==> src/rtl/color_extract_ctrl.sv <==
// Reference-colour extraction sequencer: arms on frame start, sums H/S/V over a window
// for FRAMES frames, then divides through one serial divider. Build macro: COLOR_CTRL_HUE_WRAP_EN.
module color_extract_ctrl #(
  parameter int WIN_X0 = 296,
  parameter int WIN_Y0 = 216,
  parameter int WIN_W  = 48,
  parameter int WIN_H  = 48,
  parameter int FRAMES = 4,
  parameter int TOL    = 16
) (
  input  logic        PClk,
  input  logic        Rst,
  input  logic [11:0] VtcHCnt,
  input  logic [11:0] VtcVCnt,
  input  logic [23:0] HSV24,
  input  logic        BtnExtract,
  input  logic        SwClear,
  output logic        Busy,
  output logic        Done,
  output logic        RefValid,
  output logic [23:0] HsvRef,
  output logic [23:0] HsvLow,
  output logic [23:0] HsvHigh
);

  localparam logic [2:0] ST_IDLE  = 3'd0;
  localparam logic [2:0] ST_ARM   = 3'd1;
  localparam logic [2:0] ST_ACCUM = 3'd2;
  localparam logic [2:0] ST_DIV   = 3'd3;
  localparam logic [2:0] ST_LOAD  = 3'd4;

  localparam logic [11:0] X_LO     = 12'(WIN_X0);
  localparam logic [11:0] X_HI     = 12'(WIN_X0 + WIN_W);
  localparam logic [11:0] Y_LO     = 12'(WIN_Y0);
  localparam logic [11:0] Y_HI     = 12'(WIN_Y0 + WIN_H);
  localparam logic [3:0]  FRM_LAST = 4'(FRAMES);
  localparam logic [23:0] DIVISOR  = 24'(WIN_W * WIN_H * FRAMES);
  localparam logic [7:0]  TOL_B    = 8'(TOL);

  function automatic logic [7:0] sat_low(input logic [7:0] ref_v);
    if (ref_v >= TOL_B) begin
      return ref_v - TOL_B;
    end else begin
      return 8'd0;
    end
  endfunction

  function automatic logic [7:0] sat_high(input logic [7:0] ref_v);
    logic [8:0] sum_v;
    sum_v = {1'b0, ref_v} + {1'b0, TOL_B};
    if (sum_v > 9'd255) begin
      return 8'hFF;
    end else begin
      return sum_v[7:0];
    end
  endfunction

  logic [2:0]  state_r;
  logic [2:0]  state_nxt_s;
  logic        btn_prev_r;
  logic        rise_s;
  logic        fs_s;
  logic        in_win_s;
  logic        term_fs_s;
  logic [3:0]  frm_r;
  logic [3:0]  frm_inc_s;
  logic [23:0] sum_h_r;
  logic [23:0] sum_s_r;
  logic [23:0] sum_v_r;
  logic [23:0] dvd_r;
  logic [23:0] rem_r;
  logic [24:0] trial_s;
  logic [23:0] rem_nxt_s;
  logic        q_bit_s;
  logic [7:0]  q_r;
  logic [7:0]  q_nxt_s;
  logic [4:0]  bit_r;
  logic [1:0]  ch_r;
  logic        div_last_s;
  logic [23:0] avg_r;
  logic [7:0]  hue_low_s;
  logic [7:0]  hue_high_s;
  logic [23:0] low_s;
  logic [23:0] high_s;

  assign fs_s       = (VtcHCnt == 12'd0) && (VtcVCnt == 12'd0);
  assign in_win_s   = (VtcHCnt >= X_LO) && (VtcHCnt < X_HI) &&
                      (VtcVCnt >= Y_LO) && (VtcVCnt < Y_HI);
  assign rise_s     = BtnExtract && !btn_prev_r;
  assign frm_inc_s  = frm_r + 4'd1;
  assign term_fs_s  = fs_s && (frm_inc_s == FRM_LAST);
  assign div_last_s = (ch_r == 2'd2) && (bit_r == 5'd23);

  // Request edge register
  always_ff @(posedge PClk) begin
    if (Rst) begin
      btn_prev_r <= 1'b0;
    end else begin
      btn_prev_r <= BtnExtract;
    end
  end

  // Next-state decode; SwClear is applied in the state register
  always_comb begin
    state_nxt_s = state_r;
    case (state_r)
      ST_IDLE: begin
        if (rise_s) begin
          state_nxt_s = ST_ARM;
        end else begin
          state_nxt_s = ST_IDLE;
        end
      end
      ST_ARM: begin
        if (fs_s) begin
          state_nxt_s = ST_ACCUM;
        end else begin
          state_nxt_s = ST_ARM;
        end
      end
      ST_ACCUM: begin
        if (term_fs_s) begin
          state_nxt_s = ST_DIV;
        end else begin
          state_nxt_s = ST_ACCUM;
        end
      end
      ST_DIV: begin
        if (div_last_s) begin
          state_nxt_s = ST_LOAD;
        end else begin
          state_nxt_s = ST_DIV;
        end
      end
      ST_LOAD: state_nxt_s = ST_IDLE;
      default: state_nxt_s = ST_IDLE;
    endcase
  end

  // One restoring-division step: shift in the next dividend bit, subtract if it fits
  always_comb begin
    trial_s = {rem_r, dvd_r[23]};
    if (trial_s >= {1'b0, DIVISOR}) begin
      q_bit_s   = 1'b1;
      rem_nxt_s = 24'(trial_s - {1'b0, DIVISOR});
    end else begin
      q_bit_s   = 1'b0;
      rem_nxt_s = trial_s[23:0];
    end
    q_nxt_s = {q_r[6:0], q_bit_s};
  end

  // Match bounds; hue either wraps modulo 256 or saturates like S and V
  always_comb begin
`ifdef COLOR_CTRL_HUE_WRAP_EN
    hue_low_s  = avg_r[23:16] - TOL_B;
    hue_high_s = avg_r[23:16] + TOL_B;
`else
    hue_low_s  = sat_low(avg_r[23:16]);
    hue_high_s = sat_high(avg_r[23:16]);
`endif
    low_s  = {hue_low_s, sat_low(avg_r[15:8]), sat_low(avg_r[7:0])};
    high_s = {hue_high_s, sat_high(avg_r[15:8]), sat_high(avg_r[7:0])};
  end

  // Sequencer state, window accumulators and serial divider
  always_ff @(posedge PClk) begin
    if (Rst || SwClear) begin
      state_r <= ST_IDLE;
      frm_r   <= 4'd0;
      sum_h_r <= 24'd0;
      sum_s_r <= 24'd0;
      sum_v_r <= 24'd0;
      dvd_r   <= 24'd0;
      rem_r   <= 24'd0;
      q_r     <= 8'd0;
      bit_r   <= 5'd0;
      ch_r    <= 2'd0;
      avg_r   <= 24'd0;
    end else begin
      state_r <= state_nxt_s;
      case (state_r)
        ST_ARM: begin
          frm_r <= 4'd0;
          if (fs_s && in_win_s) begin
            sum_h_r <= {16'd0, HSV24[23:16]};
            sum_s_r <= {16'd0, HSV24[15:8]};
            sum_v_r <= {16'd0, HSV24[7:0]};
          end else begin
            sum_h_r <= 24'd0;
            sum_s_r <= 24'd0;
            sum_v_r <= 24'd0;
          end
        end
        ST_ACCUM: begin
          if (term_fs_s) begin
            frm_r <= frm_inc_s;
            dvd_r <= sum_h_r;
            rem_r <= 24'd0;
            bit_r <= 5'd0;
            ch_r  <= 2'd0;
          end else begin
            if (fs_s) begin
              frm_r <= frm_inc_s;
            end
            if (in_win_s) begin
              sum_h_r <= sum_h_r + {16'd0, HSV24[23:16]};
              sum_s_r <= sum_s_r + {16'd0, HSV24[15:8]};
              sum_v_r <= sum_v_r + {16'd0, HSV24[7:0]};
            end
          end
        end
        ST_DIV: begin
          q_r <= q_nxt_s;
          if (bit_r == 5'd23) begin
            // Channel finished: the low 8 quotient bits are the whole quotient
            bit_r <= 5'd0;
            rem_r <= 24'd0;
            ch_r  <= ch_r + 2'd1;
            case (ch_r)
              2'd0: begin
                avg_r[23:16] <= q_nxt_s;
                dvd_r        <= sum_s_r;
              end
              2'd1: begin
                avg_r[15:8] <= q_nxt_s;
                dvd_r       <= sum_v_r;
              end
              default: begin
                avg_r[7:0] <= q_nxt_s;
                dvd_r      <= 24'd0;
              end
            endcase
          end else begin
            bit_r <= bit_r + 5'd1;
            rem_r <= rem_nxt_s;
            dvd_r <= {dvd_r[22:0], 1'b0};
          end
        end
        default: begin
          frm_r <= frm_r;
        end
      endcase
    end
  end

  // Published results and status; old results stay valid until the next load
  always_ff @(posedge PClk) begin
    if (Rst || SwClear) begin
      HsvRef   <= 24'hFFFFFF;
      HsvLow   <= 24'hFFFFFF;
      HsvHigh  <= 24'h000000;
      RefValid <= 1'b0;
      Busy     <= 1'b0;
      Done     <= 1'b0;
    end else if (state_r == ST_LOAD) begin
      HsvRef   <= avg_r;
      HsvLow   <= low_s;
      HsvHigh  <= high_s;
      RefValid <= 1'b1;
      Busy     <= 1'b0;
      Done     <= 1'b1;
    end else begin
      Done <= 1'b0;
      Busy <= Busy || ((state_r == ST_IDLE) && rise_s);
    end
  end

endmodule

==> config.mk <==
export PLATFORM = sky130hd
export DESIGN_NAME = color_extract_ctrl
export DESIGN_NICKNAME = d
export VERILOG_FILES = /design/src/rtl/color_extract_ctrl.sv
export SDC_FILE = /design/constraint.sdc
export NUM_CORES = 1
export LEC_CHECK = 0
export ABC_AREA = 1
export BUFFER_PORTS_ARGS = -buffer_cell sky130_fd_sc_hd__buf_2
export CAP_MARGIN = 10
export CORE_ASPECT_RATIO = 0.9
export CORE_UTILIZATION = 45
export DETAILED_ROUTE_END_ITERATION = 6
export GPL_TIMING_DRIVEN = 0
export PLACE_DENSITY = 0.66
export SLEW_MARGIN = 10
export SYNTH_ARGS = -nofsm -noshare
export SYNTH_HDL_FRONTEND = slang
export SYNTH_SLANG_ARGS = --single-unit
==> constraint.sdc <==
create_clock -name PClk -period 2.02 [get_ports PClk]
set_input_delay 0.101 -clock PClk [delete_from_list [all_inputs] [get_ports PClk]]
set_output_delay 0.101 -clock PClk [all_outputs]
set_load 0.02 [all_outputs]
After elaboration in Yosys (flattened, before gate mapping)
Cells that the tools add are included.
- register bits after elaboration: 241
- input port bits: 52
- add/subtract/negate cells: 13
- $lt $le $gt $ge: 11
- eq/ne operators: 13
- muxes and demuxes: 42
- bitwise logic cells: 1
- reduce and logical (&&, ||, !) cells: 27
- operators by type and width (operator ; count):
    24-bit one-hot mux with 2 select lines ; 6
    24-bit 2-to-1 mux ; 11
    24-bit by 8-bit adder with 24-bit output ; 3
    8-bit 2-to-1 mux ; 9
    8-bit by 5-bit adder with 9-bit output, second input constant ; 3
    9-bit by 8-bit greater-than comparator with 1-bit output, second input constant ; 3
    25-bit by 14-bit >= comparator with 1-bit output, second input constant ; 1
    8-bit by 5-bit >= comparator with 1-bit output, second input constant ; 3
    12-bit logical NOT ; 2
    12-bit by 9-bit less-than comparator with 1-bit output, second input constant ; 2
    24-bit by 14-bit subtractor with 24-bit output, second input constant ; 1
    8-bit by 5-bit subtractor with 8-bit output, second input constant ; 3
    3-bit AND reduction ; 5
    12-bit by 8-bit >= comparator with 1-bit output, second input constant ; 1
    12-bit by 9-bit >= comparator with 1-bit output, second input constant ; 1
    3-bit one-hot mux with 4 select lines ; 1
    5-bit 2-to-1 mux ; 2
    5-bit one-hot mux with 2 select lines ; 1
    1-bit logical AND ; 9
    4-bit 2-to-1 mux ; 2
    2-bit inequality test, second input constant ; 4
    4-bit one-hot mux with 2 select lines ; 1
    3-bit by 2-bit == test with 1-bit output, second input constant ; 2
    2-bit 2-to-1 mux ; 3
    other kinds (21) ; 28

Longest topological paths before layout
- depth in word-level cells: 7
- depth in mapped cells: 15
- depth with buffers taken out: 15

Worst setup path before layout
Ideal clock, no wire load.
- path type: flip-flop to flip-flop
- start: register sum_h_r[0]
- end: register sum_h_r[16]
- library setup time: 71 ps
- data arrival time: 1826 ps
- slack: 124 ps
- stages on the path, launching flop included: 15
- period minus slack after synthesis: 1896 ps
- path through: dfxtp_1 > ha_1 > inv_1 > fa_1 > nor2_1 > nand2_1 > nand2_1 > inv_1 > o21bai_2 > nand2_1 > nand2_1 > nand2_1 > nor2_1 > nand2_1 > a21oi_1
- cells in the longest elaborated chain, start to end: 4
- RTL lines (what ; line ; RTL):
    start: declaration ; 67 ; logic [23:0] sum_h_r;
    start signal: assignment ; 186 ; sum_h_r <= {16'd0, HSV24[23:16]};
    start signal: assignment ; 207 ; sum_h_r <= sum_h_r + {16'd0, HSV24[23:16]};
    24-bit by 8-bit adder with 24-bit output ; 207 ;
    24-bit 2-to-1 mux ; 206 ; if (in_win_s) begin
    24-bit 2-to-1 mux ; 196 ; if (term_fs_s) begin
    24-bit one-hot mux with 2 select lines ; 182 ; case (state_r)
Every way passes these cells. The select of a mux whose other input is x is not followed.
A chain may end at the register's enable or synchronous reset.

Worst setup path after layout
- start: register sum_h_r[0]
- end: register sum_h_r[10]
Same word-level chain as after synthesis.

==> run summary <==
P_leak -> 6.78 nW
CP max FO -> 5
post-route ant nets -> 0
Final Slew Violations -> 0
maxcap violations -> 0
Layout Area Growth over Synthesis -> 20.1%
Worst setup EP type -> flop
drt drc -> 0
grt ovf -> 0
DIE AREA -> 30,900 um^2
crit path kind -> reg2reg
initial antenna violation count -> 0
CP required -> 2490 ps
largest net degree at the start of global routing -> 15
GR Util met2 -> 0.434
CTS tree -> yes
crit path DAT -> 2490 ps
FF-to-FF Start -> sum_h_r[0]
met3 Use GR -> 0.0560
Final Core Density -> 0.556
largest cells by area after synthesis -> dfxtp_1, nand2_1, nor2_1
synthesized area -> 13,600 um^2
Seq. cell area -> 4840 um^2
gr usage total -> 0.287
commonest non-fill, non-tap cell in the layout -> nand2_1
Ports -> 127
GRT busiest layer -> met2
register area share after synthesis -> 0.355
layout cells sized above 1 -> 0.158
post-synthesis sequential element count -> 241
synth unique cells -> 45
first-pass GRT wire length -> 69.9 mm
CTS HTree Levels -> 1
Post-Syn Nets -> 2,214
Final Hold Fails -> 0
asr flop ratio synth -> 0
worst-path cell chain -> ha_4 > inv_2 > fa_2 > nor2_4 > nand2_2 > nand2_4 > inv_2 > o21bai_4 > buf_6 > nand2_1 > nand2_1 > nand2_1 > nor2_1 > nand2_1 > a21oi_2
Clock Sinks -> 241
slew margin rel. -> 0.399
initial core utilization -> 0.463
fill cell count -> 2,919
Cell Rows -> 59
Vias/cell -> 5.33
setup slack at placement -> -291 ps
CORE AREA -> 29,300 um^2
final instance area -> 16,300 um^2
Synth Flop Type -> dfxtp_1
FF-to-FF path depth -> 15
most frequent cells in the layout -> nand2_1, nor2_1, inv_1
Worst path slowest cell -> fa_2
I/O Buffers -> 126
post-synth top area share -> 0.355
Least-Margin Pin Slew -> 902 ps
DR iter-0 viols -> 1,194
Final Critical Period -> 2020 ps
Post-Synthesis Cells -> 2,116
Avg Cell Area, Syn -> 6.41 um^2
final hold slack -> 42.6 ps
fmax -> 496 MHz
synth warn -> 0
Critical Path Stages -> 15
Hold Crit Start -> HSV24[13]
CTS Buf Count -> 27
vias in the first global route -> 13,100
Max VDD drop -> 0.633 mV
CTS clk-pin slew, worst paths -> 60 ps
slowest stage delay, CP -> 410 ps
Placed Area -> 14,700 um^2
HP Class -> in2reg
crit path launch -> sum_h_r[0]
area of the multi-input gates -> 7850 um^2
Pre-antenna DRT Iters -> 5
critical path buffer and inverter count -> 3
drt total wl -> 44.6 mm
Nets -> 2,387
CP most frequent cell -> nand2_1
setup ws final -> 2.26 ps
post-synth top area cell -> dfxtp_1
Final setup viols -> 0
Worst-Skew Late Latency -> 540 ps
Root Driver -> clkbuf_16
unrepaired setup endpoints after global routing -> yes
outcome -> finished, final reports clean
dpl hpwl -> 33.8 mm
Final Cycle Share -> 0.999
CP delay by family, top -> simple AND/OR/NAND/NOR gates
Die H -> 167 um
GR Util met1 -> 0.416
routability congestion estimate -> 0.992
Setup Skew -> 9.77 ps
DIE WIDTH -> 185 um
Post-synth EDFFs -> 0
pwr dens -> 647 nW/um^2
Wirelength per Cell -> 16.5 um
Max Root-Sink Buffers -> 3
Critical Path Source Type -> flop
Min-Delay Path Depth -> 5
Vias -> 14,400
-- state kept, by name (all words and copies together) (netlist names), 2 cells and up --
| register | count |
|---|---|
| HsvHigh | 24 |
| HsvLow | 24 |
| HsvRef | 24 |
| avg_r | 24 |
| dvd_r | 24 |
| rem_r | 24 |
| sum_h_r | 24 |
| sum_s_r | 24 |
| sum_v_r | 24 |
| q_r | 7 |
| bit_r | 5 |
| frm_r | 4 |
| state_r | 3 |
| ch_r | 2 |
-- layout make-up --
type,instances,share of cell area
flip-flops and latches,241,0.297
inverters,248,0.0573
multi-input cells,1545,0.481
repair buffers,144,0.0481
plain buffers,82,0.0290
well taps,396,0.0304
clock inverters,13,0.0114
diodes,1,0.000154
clock buffers,35,0.0451
-- worst min-delay path, cell delays in order --
cell and delay [ps]:
buf_2 100, ha_4 150, a21oi_1 60, o21ai_0 70
a21oi_1 60
-- per-stage QoR --
stage                     std cells  TNS, ps  power [mW]
after detailed placement       2638    -6590        5.37
after global placement         2638    -5580        5.36
after CTS                      2697        0        10.5
final                          2705        0        10.5
after floorplan                2116        0        5.17
after global routing           2704    -2190        10.9
-- report_power, final --
group	total (mW)	internal [mW]	switching (mW)
registers	4.79	4.77	0.0200
clock network	5.19	3.10	2.09
logic	0.572	0.196	0.376
-- timing repair --
| action | CTS | global route |
|---|---|---|
| endpoints found under the setup margin | 68 | 181 |
| buffers inserted | 5 | 7 |
| hold buffers | 6 | 0 |
| gates resized for setup | 33 | 123 |
| endpoints found under the hold margin | 5 | 0 |
| pin swaps | 4 | 16 |
-- cells by family after synthesis --
kind of cell             count (synthesis)  synth area share
adder cells (fa/ha/maj)                 46            0.0441
buffers and inverters                  330             0.100
XOR/XNOR                                23            0.0148
AND/OR/NAND/NOR                       1126             0.346
flip-flops                             241             0.355
AO/OA/AOI/OAI                          350             0.140
-- cells in the mapped netlist (5+ instances only) --
library cell / n
inv_2: 8
nand3b_1: 14
ha_1: 43
buf_6: 6
nand2_1: 555
inv_1: 239
o21ai_0: 108
nor3_1: 25
o211ai_1: 21
buf_4: 9
nand4_1: 21
a21oi_1: 174
nand3_1: 154
buf_2: 32
xor2_1: 19
dfxtp_1: 241
o22ai_1: 22
nor2_1: 321
nor2_2: 8
clkbuf_1: 30
a31oi_1: 9
nor4_1: 6
buf_1: 5
-- per-layer routing --
layer / vias to the layer above / part of all wire
met4: 0 / 0.023
met1: 6716 / 0.48
li1: 7151 / -
met2: 496 / 0.42
met5: - / 0
met3: 61 / 0.084
-- worst paths after layout --
| check | slack, ps | to |
|---|---|---|
| max | 2 | sum_h_r[10] |
| min | 40 | sum_s_r[5] |
| max reg2reg | 2 | sum_h_r[10] |
| min reg2reg | 450 | Busy |
No activity file was read; power rests on OpenSTA's default activity.
